==> src/rtl/btn_pkg.sv <==
// Shared constants and state encoding for the push-button debouncer.
package btn_pkg;

  localparam int unsigned DIV_W_DEF      = 16;
  localparam int unsigned STABLE_N_DEF   = 4;
  localparam int unsigned RPT_DELAY_DEF  = 384;
  localparam int unsigned RPT_PERIOD_DEF = 76;
  localparam int unsigned RPT_EN_DEF     = 1;

  localparam int unsigned CNT_W = 4;
  localparam int unsigned RPT_W = 10;

  typedef enum logic [1:0] {
    ST_RELEASED  = 2'd0,
    ST_PRESS_CHK = 2'd1,
    ST_HELD      = 2'd2,
    ST_REL_CHK   = 2'd3
  } state_e;

endpackage

==> src/rtl/tick_gen.sv <==
// Free-running prescaler: one-clk tick every 2^DIV_W cycles.
module tick_gen
  import btn_pkg::*;
#(
  parameter int unsigned DIV_W = DIV_W_DEF
) (
  input  logic clk,
  input  logic rst_n,
  output logic tick
);

  logic [DIV_W-1:0] cnt_q;
  logic [DIV_W-1:0] cnt_nxt_c;

  assign cnt_nxt_c = cnt_q + DIV_W'(1);

  // tick is registered so it is high exactly while the counter holds all-ones
  always_ff @(posedge clk or negedge rst_n) begin
    if (!rst_n) begin
      cnt_q <= '0;
      tick  <= 1'b0;
    end else begin
      cnt_q <= cnt_nxt_c;
      tick  <= (cnt_nxt_c == {DIV_W{1'b1}});
    end
  end

endmodule

==> src/rtl/btn_debounce.sv <==
// Push-button debouncer with press/release pulses and auto-repeat step output.
module btn_debounce
  import btn_pkg::*;
#(
  parameter int unsigned DIV_W      = DIV_W_DEF,
  parameter int unsigned STABLE_N   = STABLE_N_DEF,
  parameter int unsigned RPT_DELAY  = RPT_DELAY_DEF,
  parameter int unsigned RPT_PERIOD = RPT_PERIOD_DEF,
  parameter int unsigned RPT_EN     = RPT_EN_DEF
) (
  input  logic clk,
  input  logic rst_n,
  input  logic btn_n,
  output logic btn_level,
  output logic press_pulse,
  output logic release_pulse,
  output logic step
);

  localparam logic [CNT_W-1:0] STABLE_C     = CNT_W'(STABLE_N);
  localparam logic [RPT_W-1:0] RPT_DELAY_C  = RPT_W'(RPT_DELAY);
  localparam logic [RPT_W-1:0] RPT_RELOAD_C = RPT_W'(RPT_DELAY - RPT_PERIOD);

  logic             tick;
  logic [1:0]       sync_q;
  logic             pressed_c;

  state_e           state_q, state_d;
  logic [CNT_W-1:0] cnt_q, cnt_d, cnt_inc_c;
  logic [RPT_W-1:0] rpt_q, rpt_d, rpt_inc_c;
  logic             rpt_evt_c;
  logic             press_d, release_d, level_d, step_d;

  tick_gen #(.DIV_W(DIV_W)) u_tick (
    .clk   (clk),
    .rst_n (rst_n),
    .tick  (tick)
  );

  // Two-flop synchroniser; reset value is the released (high) level of btn_n
  always_ff @(posedge clk or negedge rst_n) begin
    if (!rst_n) sync_q <= 2'b11;
    else        sync_q <= {sync_q[0], btn_n};
  end

  assign pressed_c = ~sync_q[1];
  assign cnt_inc_c = cnt_q + CNT_W'(1);
  assign rpt_inc_c = rpt_q + RPT_W'(1);

  always_comb begin
    state_d   = state_q;
    cnt_d     = cnt_q;
    rpt_d     = rpt_q;
    press_d   = 1'b0;
    release_d = 1'b0;
    rpt_evt_c = 1'b0;

    if (tick) begin
      // Repeat cadence runs on every tick spent pressed, including release checks
      if (state_q == ST_HELD || state_q == ST_REL_CHK) begin
        if (rpt_inc_c == RPT_DELAY_C) begin
          rpt_evt_c = 1'b1;
          rpt_d     = RPT_RELOAD_C;
        end else begin
          rpt_d = rpt_inc_c;
        end
      end

      case (state_q)
        ST_RELEASED: begin
          if (pressed_c) begin
            if (STABLE_N == 1) begin
              state_d = ST_HELD;
              press_d = 1'b1;
              rpt_d   = '0;
            end else begin
              state_d = ST_PRESS_CHK;
              cnt_d   = CNT_W'(1);
            end
          end
        end
        ST_PRESS_CHK: begin
          if (!pressed_c) begin
            state_d = ST_RELEASED;
            cnt_d   = '0;
          end else if (cnt_inc_c == STABLE_C) begin
            state_d = ST_HELD;
            cnt_d   = '0;
            press_d = 1'b1;
            rpt_d   = '0;
          end else begin
            cnt_d = cnt_inc_c;
          end
        end
        ST_HELD: begin
          if (!pressed_c) begin
            if (STABLE_N == 1) begin
              state_d   = ST_RELEASED;
              release_d = 1'b1;
            end else begin
              state_d = ST_REL_CHK;
              cnt_d   = CNT_W'(1);
            end
          end
        end
        ST_REL_CHK: begin
          if (pressed_c) begin
            state_d = ST_HELD;
            cnt_d   = '0;
          end else if (cnt_inc_c == STABLE_C) begin
            state_d   = ST_RELEASED;
            cnt_d     = '0;
            release_d = 1'b1;
          end else begin
            cnt_d = cnt_inc_c;
          end
        end
        default: begin
          state_d = ST_RELEASED;
          cnt_d   = '0;
        end
      endcase
    end

    level_d = (state_d == ST_HELD) || (state_d == ST_REL_CHK);
    step_d  = press_d | (rpt_evt_c & (RPT_EN != 0));
  end

  always_ff @(posedge clk or negedge rst_n) begin
    if (!rst_n) begin
      state_q       <= ST_RELEASED;
      cnt_q         <= '0;
      rpt_q         <= '0;
      btn_level     <= 1'b0;
      press_pulse   <= 1'b0;
      release_pulse <= 1'b0;
      step          <= 1'b0;
    end else begin
      state_q       <= state_d;
      cnt_q         <= cnt_d;
      rpt_q         <= rpt_d;
      btn_level     <= level_d;
      press_pulse   <= press_d;
      release_pulse <= release_d;
      step          <= step_d;
    end
  end

endmodule
==> config.mk <==
export PLATFORM = sky130hd
export DESIGN_NAME = btn_debounce
export DESIGN_NICKNAME = d
export VERILOG_FILES = /design/src/rtl/btn_pkg.sv /design/src/rtl/tick_gen.sv /design/src/rtl/btn_debounce.sv
export SDC_FILE = /design/constraint.sdc
export NUM_CORES = 1
export LEC_CHECK = 0
export BUFFER_PORTS_ARGS = -buffer_cell sky130_fd_sc_hd__buf_2
export CAP_MARGIN = 10
export CELL_PAD_IN_SITES_DETAIL_PLACEMENT = 0
export CELL_PAD_IN_SITES_GLOBAL_PLACEMENT = 1
export CORE_ASPECT_RATIO = 1.5
export CORE_MARGIN = 1
export CORE_UTILIZATION = 38
export CTS_BUF_LIST = sky130_fd_sc_hd__clkbuf_2 sky130_fd_sc_hd__clkbuf_4 sky130_fd_sc_hd__clkbuf_8
export CTS_CLUSTER_DIAMETER = 120
export DETAILED_ROUTE_END_ITERATION = 12
export MAX_ROUTING_LAYER = met4
export PLACE_DENSITY_LB_ADDON = 0.1
export SYNTH_ARGS = -nofsm -noshare
export SYNTH_HDL_FRONTEND = slang
export SYNTH_HIERARCHICAL = 1
export SYNTH_SLANG_ARGS = --single-unit
==> constraint.sdc <==
create_clock -name clk -period 2.6 [get_ports clk]
set_input_delay 0.52 -clock clk [delete_from_list [all_inputs] [get_ports clk]]
set_output_delay 0.52 -clock clk [all_outputs]
set_load 0.02 [all_outputs]
# Word level (Yosys, flattened, before mapping)

Index checks and enable logic that the tools add are counted.
Widths: inputs -> output; s select.

Bits in latches: 0
Input port bits: 3
Logic and storage cells: 57
Output and inout port bits: 4
Flip-flop bits (word level): 39
Memories kept: 0
RAM bits: 0
Bits in read-only memories: 0

Reductions and logical operators: 4
Divide/modulo/power cells: 0
Add/sub/neg operators: 3
$lt $le $gt $ge: 0
Shifts and indexed selects: 0
Bitwise operators: 1
Multiplexer cells: 29
Equal/unequal tests: 10
Multiply operators: 0

Operator list:

| operator              | number |
|---|---|
| $mux 10               | 5 |
| $mux 4                | 5 |
| $add 16x1->16 const B | 1 |
| $eq 16x16->1 const B  | 1 |
| $pmux 4 s4            | 1 |
| $mux 2                | 7 |
| $add 10x1->10 const B | 1 |
| $eq 10x9->1 const B   | 1 |
| $mux 1                | 10 |
| $eq 2x2->1 const B    | 4 |
| $pmux 2 s4            | 1 |
| $add 4x1->4 const B   | 1 |
| $eq 4x3->1 const B    | 1 |
| $ne 2x2->1 const B    | 2 |
| $reduce_and 3->1      | 1 |
| $eq 2x1->1 const B    | 1 |
| $logic_not 2->1       | 1 |
| $logic_or 1x1->1      | 2 |
| $or 1x1->1            | 1 |

# Logic depth before layout (Yosys ltp)

Gate-level depths: netlist of the first run.

Depth after elaboration: 8
Depth in mapped cells: 6
Mapped depth without buffers: 6

# Modules after synthesis

Netlist of the first run, hierarchy kept.

Modules (own cells, without submodules):

| module       | area each (um^2) | instances | cells an instance | sequential area each (um^2) |
|---|---|---|---|---|
| btn_debounce | 1,206.2          | 1         | 124               | 553.0 |
| tick_gen     | 827.0            | 1         | 71                | 425.4 |

# Worst setup path after synthesis of the first run

OpenSTA, ideal clock, no wires.

Kind: register -> register
Start point: reg rpt_q[0]
End point: reg rpt_q[0]
Library setup time: 0.122 ns
Stages on the path, launching flop included: 7
Arrival: 1.482 ns
Path buffers: 0
Data required time: 2.478 ns
Period minus slack after synthesis: 1.604 ns
Setup slack: 0.996 ns
Cell sequence: dfrtp_1 -> ha_1 -> and2_2 -> o22ai_1 -> o2bb2ai_1 -> nand3_2 -> a32o_1

Cells in the longest elaborated chain, start to end: 7

Ends and longest elaborated chain:

| item                   | RTL line            | RTL |
|---|---|---|
| from (decl)            | btn_debounce.sv:30  | `logic [RPT_W-1:0] rpt_q, rpt_d, rpt_inc_c;` |
| from (signal assigned) | btn_debounce.sv:141 | `rpt_q <= rpt_d;` |
| $add 10x1->10          | btn_debounce.sv:48  | `assign rpt_inc_c = rpt_q + RPT_W'(1);` |
| $eq 10x9->1            | btn_debounce.sv:61  | `if (rpt_inc_c == RPT_DELAY_C) begin` |
| $mux 10                | btn_debounce.sv:61  |  |
| $mux 10 *              | btn_debounce.sv:60  | `if (state_q == ST_HELD \|\| state_q == ST_REL_CHK) begin` |
| $mux 10                | btn_debounce.sv:86  | `end else if (cnt_inc_c == STABLE_C) begin` |
| $mux 10                | btn_debounce.sv:83  | `if (!pressed_c) begin` |
| $mux 10 *              | btn_debounce.sv:69  | `case (state_q)` |

Every way passes the cells marked *; elsewhere a longest branch is shown, timed or not.
A chain may end at the register's enable or synchronous reset.

==> summary.md, run 1 <==
| Metric | Value |
|---|---|
| Critical Path Fanout Max | 5 |
| CTS tree | built |
| Crit end category | register |
| Commonest non-fill, non-tap cell in the layout | dfrtp_1 |
| Aggregate routed wire length | around 4200 um |
| Clk sinks | 39 |
| Int Pwr | 0.0008328 W |
| Mapped Area | roughly 2000 um2 |
| # H-tree levels | 2 |
| Max Root-Sink Buffers | 2 |
| MaxCap Viol Count | 0 |
| Top cell type's share of synthesized area | 45.54% |
| FF+latch count, synth | 39 |
| Final worst setup slack | 0.8011 ns |
| Top post-synthesis cells by area | dfrtp_1 (46%), nand2_1 (4.1%), xnor2_1 (3.9%) |
| PD cells | roughly 480 nW/um2 |
| Worst-path clk slew | about 0.07 ns |
| Slew Viols, Final | 0 |
| Worst clock skew | a little over 0.009 ns |
| Rows | 32 |
| Relative slew slack | between 40% and 50% |
| Final Hold Viols | 0 |
| Post-synthesis async set-or-reset flop share | between 90% and 100% |
| Initial detailed-routing violation count | 46 |
| Reg power frac | 58.4% |
| All-layer global routing usage | roughly 18% |
| Met2 WL | 2260 um |
| Post-synth cell types | 57 |
| Switch Pwr | about 0.00021 W |
| Cts bufs inserted | 5 |
| Slew @ Worst Pin | slightly below 0.9 ns |
| Core area | roughly 5200 um2 |
| Pre-antenna DRT Iters | 4 |
| Area Growth Syn to Fin | 7.569% |
| Final nets | a little over 200 |
| DRC Markers | 0 |
| Die height | around 92 um |
| Chip width | between 60 and 70 um |
| Number of enable flip-flop cells after synthesis | 0 |
| Buffers on Ports | 6 |
| Highest metal used | met4 |
| Leading area contributor after synthesis | dfrtp_1 |
| Post-Syn Area per Cell | roughly 10 um2 |
| RSZ-0062 raised after global routing | false |
| Most frequent cells in the layout | dfrtp_1 (37), nand2_1 (22), o21ai_0 (12) |
| Initial antenna violation count | 0 |
| Yosys synthesis warning count | 6 |
| Placer Congestion | approximately 0.93 |
| Largest net degree at the start of global routing | 40 |
| Worst EP required | about 2.8 ns |
| Number of global-route vias before repair | approximately 1500 |
| Peak supply drop | around 0.00023 V |
| Setup WS pre-CTS | 0.8145 ns |
| Vias per inst | 5.454 |
| Mapped Nets | 202 |
| Gate Count Post-Synth | 195 |
| CP Class | register to register |
| Starting density of the core | between 30% and 40% |
| Setup TNS | 0 ns |
| Grt ovf | 0 |
| # resized after CTS | 0 |
| # hold bufs at CTS | 0 |
| Clock Power Share | roughly two fifths |
| Comb power frac | ~1.4% |
| Post-DRT Antenna Nets | 0 |
| Drt wl/cell | about 16 um |
| DR vias | about 1500 |
| # Post-CTS Setup Buffers | 0 |
| M1 wire length | between 1500 and 2000 um |
| Number of top-level pins | 7 |
| Main synth FF type | dfrtp_1 |
| Antenna diode count | 0 |
| Root Buffer | clkbuf_8 |
| HPWL Detailed | between 3000 and 4000 um |
| Final setup violation count | 0 |
| Setup crit start kind | register |
| Worst min path class | primary input to register |
| Minimum clock period | 1.799 ns |
| Clock Latency Late Sink | just under 0.3 ns |
| Tcrit/Tclk final | ~69% |
| WP data arrival | slightly below 2 ns |
| Status | finished, final reports clean |
| Length of routed met3 wiring | ~100 um |
| Layout cells sized above 1 | 16.42% |
| FMAX | approximately 0.56 GHz |
| Static Leak | 0.9722 nW |
| Die ar. | between 5000 and 6000 um2 |
| First-pass GRT wire length | approximately 7000 um |
| Sw frac | around a fifth |
| Sequential element share of the synthesized area | ~48% |
==> power groups by stage <==
stage	clock, W	sequential [W]	combinational, W
global placement	0	0.000622	0.0000148
floorplan	0	0.000622	0.00000101
CTS	0.000444	0.000610	0.0000155
global route	0.000471	0.000611	0.0000174
finish	0.000421	0.000611	0.0000143
detailed placement	0	0.000622	0.0000155
==> layout make-up <==
class / count / area [um2]
Clock buffer: 8 / 91.34
Timing Repair Buffer: 6 / 30.03
Inverter: 7 / 26.28
Tap cell: 68 / 85.08
Multi-Input combinational cell: 141 / 975.9
Fill cell: 523 / 2978
Sequential cell: 39 / 978.4
==> state kept, by name, summed over array words and instances, names as in the netlist <==
name	flops
step	1
rpt_q	10
state_q	2
cnt_q	4
u_tick/cnt_q	16
u_tick/tick	1
sync_q	2
press_pulse	1
btn_level	1
release_pulse	1
==> logic make-up (layout without fill, tap and decap cells) <==
logic type	after synthesis	count (layout)	share of synthesized area, %
flops	39	39	48.12
xor+xnor	17	17	8.431
fa+ha+maj	4	4	2.462
simple gates	79	79	22.52
buf+inv	15	21	3.877
compound gates	38	38	12.98
mux	3	3	1.600
==> through the flow <==
| stage | utilization [%] | power (W) | instances | hold slack [ns] | cell area, um2 |
|---|---|---|---|---|---|
| 5_1_grt | 42.35 | 0.001099 | 269 | 0.3240 | 2187 |
| 6_report | 42.35 | 0.001046 | 269 | 0.3359 | 2187 |
| 3_3_place_gp | 40.58 | 0.0006371 | 261 | 0.3464 | 2096 |
| 2_1_floorplan | - | 0.0006230 | 195 | 0.2244 | 2033 |
| 4_1_cts | 42.35 | 0.001070 | 269 | 0.3266 | 2187 |
| 3_5_place_dp | 40.58 | 0.0006378 | 261 | 0.3472 | 2096 |
==> synth_stat cells, types with 2 or more instances <==
cell type   n
a211oi_2    2
a21oi_1     2
a31oi_1     2
a32o_1      3
and2_1      2
and3_1      4
buf_2       3
buf_4       2
clkbuf_1    2
dfrtp_1    37
dfstp_2     2
ha_1        4
inv_1       7
mux2_2      2
nand2_1    22
nand2b_1    2
nand3_1     9
nand3_2     2
nand4_1     6
nand4bb_1   2
nor2_1     10
nor3_1      4
nor4_1      2
o21a_1      2
o21ai_0    12
o21ai_1     3
o22ai_1     2
xnor2_1     9
xor2_1      5
xor2_2      2
==> critical path: stages (launching register included) <==
cell	delay [ns]
dfrtp_1	0.40
ha_1	0.24
nor4bb_1	0.41
nand3_1	0.25
o21a_1	0.20
nand4_1	0.12
o31ai_1	0.08
==> metal layers <==
metal,up-vias,track usage (%)
li1,702,-
met1,724,20.22
met2,29,28.41
met3,12,3.561
met4,0,7.593
met5,-,-
==> worst paths after layout <==
check,end,start,slack (ns),cells past startpoint
max in group asynchronous,cnt_q[1],rst_n,1.68,1
max,rpt_q[4],cnt_q[0],0.80,6
min in group asynchronous,rpt_q[9],rst_n,0.35,1
max reg2reg,rpt_q[4],cnt_q[0],0.80,6
min,sync_q[0],btn_n,0.34,1
min reg2reg,sync_q[1],sync_q[0],0.36,0
Power figures use the tool's default switching activity.
==> inputs of run 2 (changes only) <==
==> constraint.sdc (replaced) <==
create_clock -name clk -period 1.81 [get_ports clk]
set_input_delay 0.362 -clock clk [delete_from_list [all_inputs] [get_ports clk]]
set_output_delay 0.362 -clock clk [all_outputs]
set_load 0.02 [all_outputs]
==> run 2 against run 1 <==
  * Clock skew decreased by 0.0025 ns
  * Sequential power is 44% higher
  * Critical path depth is the same
  * Via count barely moved
  * Wire length down 2.5%
  * Fmax grew 5.5%
  * Register-to-register slack got worse by 0.70 ns
  * Global-route usage is essentially flat
  * Critical endpoint is now rpt_q[0]
==> summary.md, run 2 (synthesis results as in run 1) <==
| Metric | Value |
|---|---|
| Relative slew slack | 67.85% (+27 points) |
| Reg-to-reg endpoint | rpt_q[0] |
| # resized after CTS | 0 (unchanged) |
| Post-placement cell count | 267 (+2.3%) |
| Root Buffer | clkbuf_8 |
| Worst R2R Setup Slack | 0.10 ns (-0.70 ns) |
| Drt wl/cell | 14.91 um (-4.3%) |
| Clock Latency Late Sink | 0.28 ns (about the same) |
| Regs by FF count | u_tick/cnt_q: 16 flops, rpt_q: 10 flops, cnt_q: 4 flops |
| Worst EP required | 1.98 ns (-0.79 ns) |
| Core area | 5165 um2 (unchanged) |
| Pre-antenna DRT Iters | 4 (unchanged) |
| Area Growth Syn to Fin | 10.89% |
| DRC Markers | 0 (unchanged) |
| HPWL Detailed | 3139 um (+2.9%) |
| Aggregate routed wire length | 4086 um (-2.5%) |
| Final Hold Viols | 0 (unchanged) |
| RSZ-0062 raised after global routing | false |
| CP max-delay cell | dfrtp_2 |
| Chip width | 61.73 um (unchanged) |
| Commonest non-fill, non-tap cell in the layout | dfrtp_1 |
| Minimum clock period | 1.706 ns (-0.09318 ns) |
| # H-tree levels | 2 (unchanged) |
| Max FFs per register | 16 (unchanged) |
| Worst-path clk slew | 0.07 ns (about the same) |
| Fin cells | 274 (+1.9%) |
| Critical Path Fanout Max | 7 (+2) |
| Int Pwr | 0.001178 W (+41%) |
| Slew Viols, Final | 0 (unchanged) |
| Cts bufs inserted | 5 (unchanged) |
| CTS tree | built |
| Static Leak | 0.9943 nW (+2.3%) |
| Number of top-level pins | 7 (unchanged) |
| Initial antenna violation count | 0 (unchanged) |
| CP max stage delay | 0.46 ns (+0.05 ns) |
| Buffers on Ports | 6 (unchanged) |
| Die height | 91.59 um (unchanged) |
| Worst reg2reg path depth | 6 (unchanged) |
| Initial detailed-routing violation count | 53 (+15%) |
| Setup crit start kind | register |
| CP Class | register to register |
| Antenna diode count | 0 (unchanged) |
| Vias per inst | 5.358 (-1.8%) |
| # Post-CTS Setup Buffers | 0 (unchanged) |
| Post-DRT Antenna Nets | 0 (unchanged) |
| Max Root-Sink Buffers | 2 (unchanged) |
| Tcrit/Tclk final | 94.24% (+25 points) |
| Final nets | 213 (+2.9%) |
| Switch Pwr | 0.0002954 W (+39%) |
| FF-to-FF Start | rpt_q[0] |
| Status | finished, final reports clean |
| Critical-path cell list | ha_2 > and2_2 > o22ai_1 > o2bb2ai_1 > nand3_2 > a32o_1 |
| Clk sinks | 39 (unchanged) |
| # hold bufs at CTS | 0 (unchanged) |
| PD cells | 653.4 nW/um2 (+37%) |
| Layout cells sized above 1 | 21.36% (+4.9 points) |
| Worst min path class | primary input to async pin |
| Crit end category | register |
| WP data arrival | 1.88 ns (-0.09 ns) |
| Fillers | 479 (-8.4%) |
| Rows | 32 (unchanged) |
| Worst clock skew | 0.006726 ns (-0.002473 ns) |
| FMAX | 0.5863 GHz (+5.5%) |
| Setup TNS | 0 ns (unchanged) |
| Sw frac | 20.05% (-0.29 points) |
| Largest net degree at the start of global routing | 40 (unchanged) |
| Grt ovf | 0 (unchanged) |
| Largest Register | u_tick/cnt_q |
| Clock Power Share | 39.0% (-1.2 points) |
| Slew @ Worst Pin | 0.4822 ns (-0.4115 ns) |
| Reg power frac | 59.5% (+1.1 points) |
| Die ar. | 5653 um2 (unchanged) |
| DR vias | 1468 (+0.068%) |
| Number of global-route vias before repair | 1485 (+1.2%) |
| All-layer global routing usage | 17.47% (-0.035 points) |
| Crit path launch | rpt_q[0] |
| MaxCap Viol Count | 0 (unchanged) |
| Final setup violation count | 0 (unchanged) |
| Most frequent cells in the layout | dfrtp_1 (36), nand2_1 (22), o21ai_0 (12) |
| First-pass GRT wire length | 6969 um (about the same) |
| Starting density of the core | 39.37% (unchanged) |
| Peak supply drop | 0.0005139 V (+120%) |
| Placer Congestion | 0.8962 (-3.7%) |
| Comb power frac | 1.4% (about the same) |
-- run 2: cell types whose count changed in the layout (fill, tap and decap cells not counted), moves of 2 or more --
| cell | delta |
|---|---|
| nor4_1 | -2 |
| buf_4 | +6 |
| clkbuf_4 | -3 |
| nor4_2 | +2 |
-- run 2: per-layer routing --
metal | part of all wire, % | wire [um] | GRT usage (%) | vias to the layer above
met1 | 38 | 1569 | 18.73 | 721
met5 | 0 | 0 | - | -
met3 | 2.2 | 90 | 2.991 | 11
met4 | 3.3 | 136 | 7.778 | 0
met2 | 56 | 2290 | 30.02 | 20
li1 | - | - | - | 716
-- run 2: area by class of cell --
type,count,area [um2],share of cell area [%]
multi-input cells,141,1001,44.40
flip-flops and latches,39,979.7,43.45
well taps,68,85.08,3.774
clock buffers,6,82.58,3.663
repair buffers,12,75.07,3.330
inverters,7,26.28,1.165
clock inverters,1,5.005,0.2220
-- run 2: worst max path at each step --
| stage | endpoint | slack, ns | cells after the start |
|---|---|---|---|
| global route | u_tick/tick | 0.01 | 5 |
| CTS | rpt_q[0] | 0.04 | 6 |
| detailed placement | rpt_q[0] | 0.06 | 6 |
| floorplan | rpt_q[0] | 0.21 | 6 |
| finish | rpt_q[0] | 0.10 | 6 |
| global placement | rpt_q[7] | 0.11 | 6 |
-- run 2: power groups by stage --
| stage | Combinational [W] | Sequential (W) | Clock, W |
|---|---|---|---|
| after detailed placement | 0.0000230 | 0.000894 | 0 |
| after global placement | 0.0000227 | 0.000894 | 0 |
| final | 0.0000209 | 0.000877 | 0.000575 |
| after floorplan | 0.00000146 | 0.000893 | 0 |
| after CTS | 0.0000231 | 0.000877 | 0.000603 |
| after global routing | 0.0000264 | 0.000877 | 0.000633 |
-- run 2: per-stage QoR --
stage                     instance area [um2]  util (%)  setup slack [ns]  hold WS [ns]  total power [W]
final                                    2255     43.65            0.1043        0.1193         0.001473
after global routing                     2255     43.65           0.01385        0.1677         0.001537
after CTS                                2228     43.14           0.03680        0.1391         0.001503
after detailed placement                 2141     41.45           0.05807        0.3469        0.0009167
after global placement                   2141     41.45            0.1081        0.3467        0.0009165
after floorplan                          2033         -            0.2062       0.06641        0.0008949
-- run 2: worst max-delay path, delay by kind of cell, from the launching register on --
kind | cells | cell delay [ns]
compound gates | 3 | 0.57
fa+ha+maj | 1 | 0.22
simple gates | 2 | 0.35
flops | 1 | 0.46
